==> src/rtl/tdm_pkg.sv <==
// Constants and types shared by the TDM link: slot count, slot index and FSM state.
// The transmit-side mux imports the same package so both ends agree on framing.
package tdm_pkg;

  localparam int NUM_SLOTS = 4;
  localparam int SLOT_W    = 2;

  typedef logic [SLOT_W-1:0] slot_t;

  typedef enum logic {
    IDLE = 1'b0,
    RECV = 1'b1
  } state_t;

  localparam slot_t LAST_SLOT = slot_t'(NUM_SLOTS - 1);

endpackage

==> src/rtl/tdm_slot_deser.sv <==
// Per-slot deserialiser: assembles W serial bits (MSB first) into a word and
// counts bits so the parent knows when the current shift completes the word.
module tdm_slot_deser #(
  parameter int W = 1
) (
  input  logic         clk,
  input  logic         rst,
  input  logic         clear,
  input  logic         shift_en,
  input  logic         din,
  output logic [W-1:0] word,
  output logic         word_done
);

  localparam int            BW       = (W > 1) ? $clog2(W) : 1;
  localparam logic [BW-1:0] LAST_BIT = BW'(W - 1);

  logic [BW-1:0] bcnt_q, bcnt_d;

  // word_done means "a shift this cycle completes the word"; it does not depend
  // on shift_en, so the parent can gate it without forming a combinational loop.
  assign word_done = (bcnt_q == LAST_BIT);

  always_comb begin
    // NOTE: every always_comb output gets a default first so no path leaves it unassigned, which would infer a latch.
    bcnt_d = bcnt_q;
    if (clear) begin
      bcnt_d = '0;
    end else if (shift_en) begin
      bcnt_d = word_done ? '0 : bcnt_q + 1'b1;
    end
  end

  always_ff @(posedge clk) begin
    // NOTE: flops use non-blocking assignments so every register samples pre-edge values regardless of block order.
    if (rst) bcnt_q <= '0;
    else     bcnt_q <= bcnt_d;
  end

  // The stored bits plus the live din form the word, so the final bit is
  // available in the same cycle it arrives.
  if (W > 1) begin : g_shift
    logic [W-2:0] sh_q, sh_d;

    assign word = {sh_q, din};

    always_comb begin
      sh_d = sh_q;
      if (clear)         sh_d = '0;
      else if (shift_en) sh_d = word[W-2:0];
    end

    always_ff @(posedge clk) begin
      if (rst) sh_q <= '0;
      else     sh_q <= sh_d;
    end
  end else begin : g_single
    assign word = din;
  end

endmodule

==> src/rtl/tdm_demux4.sv <==
// Receive side of the 4:1 TDM link: frames on sync, deserialises four W-bit slots
// into shadow registers and publishes them on dout atomically with a valid pulse.
module tdm_demux4
  import tdm_pkg::*;
#(
  parameter int W = 1
) (
  input  logic                   clk,
  input  logic                   rst,
  input  logic                   en,
  input  logic                   sync,
  input  logic                   din,
  output logic [NUM_SLOTS*W-1:0] dout,
  output logic                   valid,
  output logic                   frame_err,
  output logic                   busy,
  output logic [SLOT_W-1:0]      slot
);

  state_t                 state_q, state_d;
  slot_t                  slot_q, slot_d;
  logic [W-1:0]           shadow_q [NUM_SLOTS];
  logic [W-1:0]           shadow_d [NUM_SLOTS];
  logic [NUM_SLOTS*W-1:0] dout_q, dout_d;
  logic                   valid_q, valid_d;
  logic                   err_q, err_d;

  logic         deser_clear;
  logic         shift_en;
  logic [W-1:0] word;
  logic         word_done;

  tdm_slot_deser #(.W(W)) u_deser (
    .clk       (clk),
    .rst       (rst),
    .clear     (deser_clear),
    .shift_en  (shift_en),
    .din       (din),
    .word      (word),
    .word_done (word_done)
  );

  always_comb begin
    state_d     = state_q;
    slot_d      = slot_q;
    shadow_d    = shadow_q;
    dout_d      = dout_q;
    valid_d     = 1'b0;
    err_d       = 1'b0;
    deser_clear = 1'b0;
    shift_en    = 1'b0;

    if (en) begin
      case (state_q)
        IDLE: begin
          if (sync) begin
            state_d     = RECV;
            slot_d      = '0;
            deser_clear = 1'b1;
          end
        end
        RECV: begin
          if (sync) begin
            // Early sync restarts the frame; stale shadow words are overwritten before reuse.
            err_d       = 1'b1;
            slot_d      = '0;
            deser_clear = 1'b1;
          end else begin
            shift_en = 1'b1;
            if (word_done) begin
              shadow_d[slot_q] = word;
              if (slot_q == LAST_SLOT) begin
                for (int i = 0; i < NUM_SLOTS; i++) dout_d[W*i +: W] = shadow_d[i];
                valid_d = 1'b1;
                state_d = IDLE;
                slot_d  = '0;
              end else begin
                slot_d = slot_q + 1'b1;
              end
            end
          end
        end
        default: state_d = IDLE;
      endcase
    end
  end

  always_ff @(posedge clk) begin
    if (rst) begin
      state_q <= IDLE;
      slot_q  <= '0;
      // NOTE: the shadow array is small register storage, so it is reset explicitly rather than left as uninitialised memory.
      for (int i = 0; i < NUM_SLOTS; i++) shadow_q[i] <= '0;
      dout_q  <= '0;
      valid_q <= 1'b0;
      err_q   <= 1'b0;
    end else begin
      state_q  <= state_d;
      slot_q   <= slot_d;
      shadow_q <= shadow_d;
      dout_q   <= dout_d;
      valid_q  <= valid_d;
      err_q    <= err_d;
    end
  end

  assign dout      = dout_q;
  assign valid     = valid_q;
  assign frame_err = err_q;
  assign busy      = (state_q == RECV);
  assign slot      = slot_q;

endmodule
==> config.mk <==
export PLATFORM = sky130hd
export DESIGN_NAME = tdm_demux4
export DESIGN_NICKNAME = d
export VERILOG_FILES = /design/src/rtl/tdm_pkg.sv /design/src/rtl/tdm_slot_deser.sv /design/src/rtl/tdm_demux4.sv
export SDC_FILE = /design/constraint.sdc
export NUM_CORES = 1
export LEC_CHECK = 0
export BUFFER_PORTS_ARGS = -buffer_cell sky130_fd_sc_hd__buf_2
export CORE_AREA = 3 3 40 42
export DETAILED_ROUTE_END_ITERATION = 7
export DIE_AREA = 0 0 43 45
export PLACE_DENSITY_LB_ADDON = 0.2
export SLEW_MARGIN = 10
export SYNTH_ARGS = -nofsm -noshare
export SYNTH_HDL_FRONTEND = slang
export SYNTH_SLANG_ARGS = --single-unit
==> constraint.sdc <==
create_clock -name clk -period 1.6 [get_ports clk]
set_clock_uncertainty 0.05 [all_clocks]
set_input_delay 0.16 -clock clk [delete_from_list [all_inputs] [get_ports clk]]
set_output_delay 0.16 -clock clk [all_outputs]
set_load 0.005 [all_outputs]
======== Word level (Yosys, flattened, before mapping) ========
Cells that the tools add are included.
word-level totals
  flip-flop bits (word level) ............. 14
  latch bits .............................. 0
  RAM bits ................................ 0
  bits in read-only memories .............. 0
  input bits .............................. 5
  output and inout port bits .............. 9
  word-level logic and storage cells ...... 48
  memories ................................ 0
operators by class
  add/sub/neg operators ................... 2
  multiply operators ...................... 0
  divide/modulo/power cells ............... 0
  $lt $le $gt $ge ......................... 2
  equality and inequality tests ........... 3
  shifts and indexed selects .............. 0
  muxes and demuxes ....................... 19
  bitwise operators ....................... 5
  reductions and logical operators ........ 7
operators with widths
  kind                                                                          number
  1-bit two-way mux                                                             11
  2-bit two-way mux                                                             4
  5-bit AND reduction                                                           1
  5-bit OR reduction                                                            1
  4-bit bitwise mux                                                             1
  1-bit inverter                                                                4
  2-bit one-hot mux with 2 select lines                                         1
  4-bit AND reduction                                                           1
  3-bit greater-or-equal comparator, second input constant                      1
  3-bit by 1-bit less-than comparator with 1-bit output, second input constant  1
  3-bit != test, second input constant                                          1
  2-bit inverter with 3-bit output                                              1
  3-bit AND reduction                                                           1
  3-bit OR reduction                                                            1
  2-bit by 1-bit adder with 2-bit output, second input constant                 1
  1-bit demux with 2-bit select                                                 1
  2-bit equality test, second input constant                                    1
  2-bit != test, second input constant                                          1
  1-bit one-hot mux with 2 select lines                                         1
  2-bit OR reduction                                                            1
  1-bit adder, second input constant                                            1
  1-bit logical AND                                                             1

======== Logic depth before layout (Yosys ltp) ========
  depth after elaboration ................. 6
  depth in mapped cells ................... 5
  gate-level depth less buffers ........... 5

======== Modules after synthesis ========
From an unflattened synthesis, not the netlist that was laid out.
second synthesis, totals
  cell total of the unflattened synthesis .. 71
  area, all modules ....................... 678.2 µm²
modules (own cells, without submodules)
  module          instances  cells each  area each (µm²)  seq. area each (µm²)
  tdm_demux4      1          68          659.4            260.2
  tdm_slot_deser  1          3           18.8             0.0

======== Worst setup path before layout ========
OpenSTA, ideal clock, no wires.
  kind .................................... reg-to-reg
  start point ............................. register slot_q[0] (netlist: slot[0])
  end point ............................... register slot_q[0] (netlist: slot[0])
  library setup time ...................... 0.071 ns
  arrival ................................. 1.207 ns
  data required time ...................... 1.479 ns
  slack ................................... 0.273 ns
  stages on the path, launching flop included .. 4
  path buffers ............................ 0
  period minus slack after synthesis ...... 1.327 ns
  cell sequence ........................... dfxtp_1 -> ha_1 -> or4_1 -> a21oi_1
between the ends
  cells in the longest elaborated chain, start to end .. 5
  elaborated cells between the ends (all ways) .. 6
  classes of those cells .................. add/sub: 1; eq/ne: 1; mux: 4
RTL lines
  element                                                                               RTL line                            RTL
  from (decl)                                                                           tdm_demux4.sv:21                    slot_t slot_q, slot_d;
  from (signal assigned)                                                                tdm_demux4.sv:99                    slot_q <= slot_d;
  2-bit by 1-bit adder with 2-bit output / 2-bit equality test (equally long branches)  tdm_demux4.sv:78, tdm_demux4.sv:72
  2-bit two-way mux *                                                                   tdm_demux4.sv:72                    if (slot_q == LAST_SLOT) begin
  2-bit two-way mux *                                                                   tdm_demux4.sv:70                    if (word_done) begin
  2-bit two-way mux *                                                                   tdm_demux4.sv:63                    if (sync) begin
  2-bit one-hot mux with 2 select lines *                                               tdm_demux4.sv:54                    case (state_q)
Every way passes the cells marked *; elsewhere a longest branch is shown, timed or not. The select of a mux whose other input is x is not followed.
A chain may end at the register's enable or synchronous reset.

======== Worst setup path in the final report ========
  start point ............................. register slot_q[0] (netlist: slot[0])
  end point ............................... register dout_q[0] (netlist: dout[0])
between the ends
  cells in the longest elaborated chain, start to end .. 6
  elaborated cells between the ends (all ways) .. 9
  classes of those cells .................. order compare: 2; eq/ne: 1; mux: 3; bitwise: 1; reduce/logical: 2
RTL lines
  element                                                                                                                                  RTL line           RTL
  2-bit inverter with 3-bit output (implied by the code)                                                                                   tdm_demux4.sv:71   shadow_d[slot_q] = word;
  3-bit greater-or-equal comparator (implied by the code) / 3-bit by 1-bit less-than comparator with 1-bit output (equally long branches)  tdm_demux4.sv:71
  1-bit logical AND (implied by the code)                                                                                                  tdm_demux4.sv:71
  1-bit two-way mux (implied by the code)                                                                                                  tdm_demux4.sv:71
  1-bit demux with 2-bit select                                                                                                            tdm_demux4.sv:71
  4-bit bitwise mux                                                                                                                        tdm_demux4.sv:71
  to (signal assigned)                                                                                                                     tdm_demux4.sv:101  dout_q <= dout_d;
  to (decl)                                                                                                                                tdm_demux4.sv:24   logic [NUM_SLOTS*W-1:0] dout_q, dout_d;
Several ways; a longest one is shown, not always the timed one.

==> run_results.csv <==
group,metric,value,unit
setup_path,path_max_fanout,8,
layout,final-seq-area,260,µm²
floorplan,dieWidth,43,µm
global_routing,grt-busiest-layer,"met2",
pwr,pwr-share-comb,6.9,%
floorplan,dieArea,1940,µm²
yosys,synth_warnings,0,
route,wl_per_cell,12.0,µm
setup_path,worstSetupPathType,"register to register",
pwr,ir_worst_vdd,0.000389,V
pwr,p_switching,132,µW
global_routing,antenna_found_initial,0,
clocking,cts_made_buffers,3,
pwr,p_leak,0.000321,µW
pwr,p_int,440,µW
clocking,cts_resized,0,
timing,min_period_over_period,88.2,%
yosys,synth_area,624,µm²
clocking,hold_buffers,0,
layout,multi_input_area,319,µm²
layout,antenna_cells,0,
floorplan,start_util,48.6,%
clocking,clockBufferDepth,2,
layout,instances_no_fill,91,
timing,fmax,0.709,GHz
global_routing,met3_usage,3.59,%
place,dp_cells,87,
floorplan,num_rows,13,
setup_path,cp.arrival,1540,ps
clocking,clockRootBuffer,"clkbuf_4",
global_routing,met1_usage,17.8,%
place,portBuffers,13,
route,wl,1.09,mm
clocking,clk_latency,270,ps
floorplan,ios,14,
route,drc,0,
status,outcome,"complete, no violations",
pwr,p_per_area,811,nW/µm²
route,viasPerCell,5.29,
clocking,post_cts_buffers,0,
yosys,avgSynthCellArea,9.91,µm²
route,drt-initial-drc-count,3,
global_routing,first_global_vias,451,
setup_path,crit_required,1730,ps
route,vias,481,
yosys,yosysTopAreaCell,"dfxtp_1",
timing,setup_violations,0,
global_routing,grt_max_degree,14,
setup_path,startpoint_type,"register",
clocking,cts_tree,"done",
timing,fin_crit,1410,ps
timing,tns,0,ps
global_routing,gr-usage-met2,20.1,%
layout,final_cell_mix,"dfxtp_1 (13), buf_2 (13), nor2_1 (10)",
route,drtAntennaViolNets,0,
layout,fill_cells,135,
global_routing,grt-ovfl-total,0,
yosys,synth-seq-cells,13,
place,place_congestion,0.763,
floorplan,fp.dieH,45,µm
flow_run,drv_cap,0,
floorplan,core-area,1280,µm²
pwr,clockPowerShare,35.2,%
timing,hold_viol,0,
hold_path,hp-class,"input port to register",
yosys,synth_cell_types,18,
setup_path,setup.worst_path.end_class,"register",
place,hpwlAfterDp,813,µm
pwr,power.total,571,µW
timing,slew_headroom,81.8,%
yosys,ys_top_cells_by_area,"dfxtp_1 (42%), mux2i_1 (13%), ha_1 (10%)",
clocking,cts-htree-levels,1,
route,first_pass_iters,2,
clocking,cts.sinks,13,
layout,finalNetCount,87,
timing,maxSlewViolCount,0,
pwr,sw_frac_of_total,23.0,%
layout,area_growth,12.8,%
timing,rsz0062_at_grt,"false",
yosys,syn-num-nets,73,
clocking,clk_pin_slew,80,ps
layout,drive_gt1_share,23.7,%
yosys,seq_area_frac_synth,41.7,%
yosys,synth_top_area_share,41.7,%
timing,tightest_slew,273,ps
global_routing,grt_pass1_wl,1.93,mm
yosys,syn_inst,63,
pwr,seqPwrFrac,58.0,%
global_routing,grt_usage,13.2,%
[per-layer routing]
metal  share of wire [%]  wire length, µm
met1                  49              537
met2                  46              504
met3                 4.8               52
met4                   0                0
met5                   0                0
[flip-flops by register name, indices dropped and copies added, names as in the netlist]
register / cells
busy: 1
dout: 4
frame_err: 1
shadow_q: 4
slot: 2
valid: 1
[cell type report]
class | count | area share, %
Clock buffer | 4 | 3.73
Inverter | 2 | 1.07
Multi-Input combinational cell | 43 | 45.3
Sequential cell | 13 | 36.9
Tap cell | 15 | 2.66
Timing Repair Buffer | 14 | 10.3
[path summary, 6_finish.rpt]
kind	from	to	slack, ps	cells past startpoint
worst min-delay path	en	frame_err	160	3
worst min register to register	dout[1]	dout[1]	450	2
worst max-delay path	slot[0]	dout[0]	190	4
worst max register to register	slot[0]	dout[0]	190	4
[logic make-up (layout without fill, tap and decap cells)]
kind of cell / count (synthesis) / count (layout) / synth area share, %
compound gates: 8 / 8 / 8.42
fa+ha+maj: 5 / 5 / 10.0
buf+inv: 7 / 20 / 7.22
flops: 13 / 13 / 41.7
mux: 8 / 8 / 12.8
simple gates: 22 / 22 / 19.8
[cell usage after synthesis]
master,instances
dfxtp_1,13
nor2_1,10
mux2i_1,8
ha_1,5
nand4b_1,5
a211oi_1,4
nand2_1,3
a21oi_1,2
buf_6,2
clkbuf_1,2
inv_1,2
a22oi_1,1
and4b_1,1
buf_4,1
nand2_2,1
nor3b_1,1
o21ai_0,1
or4_1,1
[stage by stage]
| step | utilization [%] | instance area, µm² | setup WS [ps] | hold slack [ps] |
|---|---|---|---|---|
| after global routing | 54.8 | 704 | 50.9 | 157 |
| after global placement | 52.8 | 678 | 240 | 425 |
| final | 54.8 | 704 | 189 | 160 |
| after floorplan | - | 624 | 273 | 183 |
| after CTS | 54.8 | 704 | 168 | 150 |
| after detailed placement | 52.8 | 678 | 217 | 442 |
[power groups by stage]
stage	Clock, µW	Combinational [µW]	Sequential (µW)
after floorplan	0	29.8	337
after global placement	0	39.6	338
after detailed placement	0	39.4	339
after CTS	209	39.5	331
final	201	39.2	331
after global routing	227	44.3	332
[critical path: stages (launching register included)]
cell and delay [ps]:
dfxtp_1 440, ha_1 190, and4b_1 350, nor2_1 80, a211oi_1 210
Note: power is estimated with default switching activity, not from simulation.
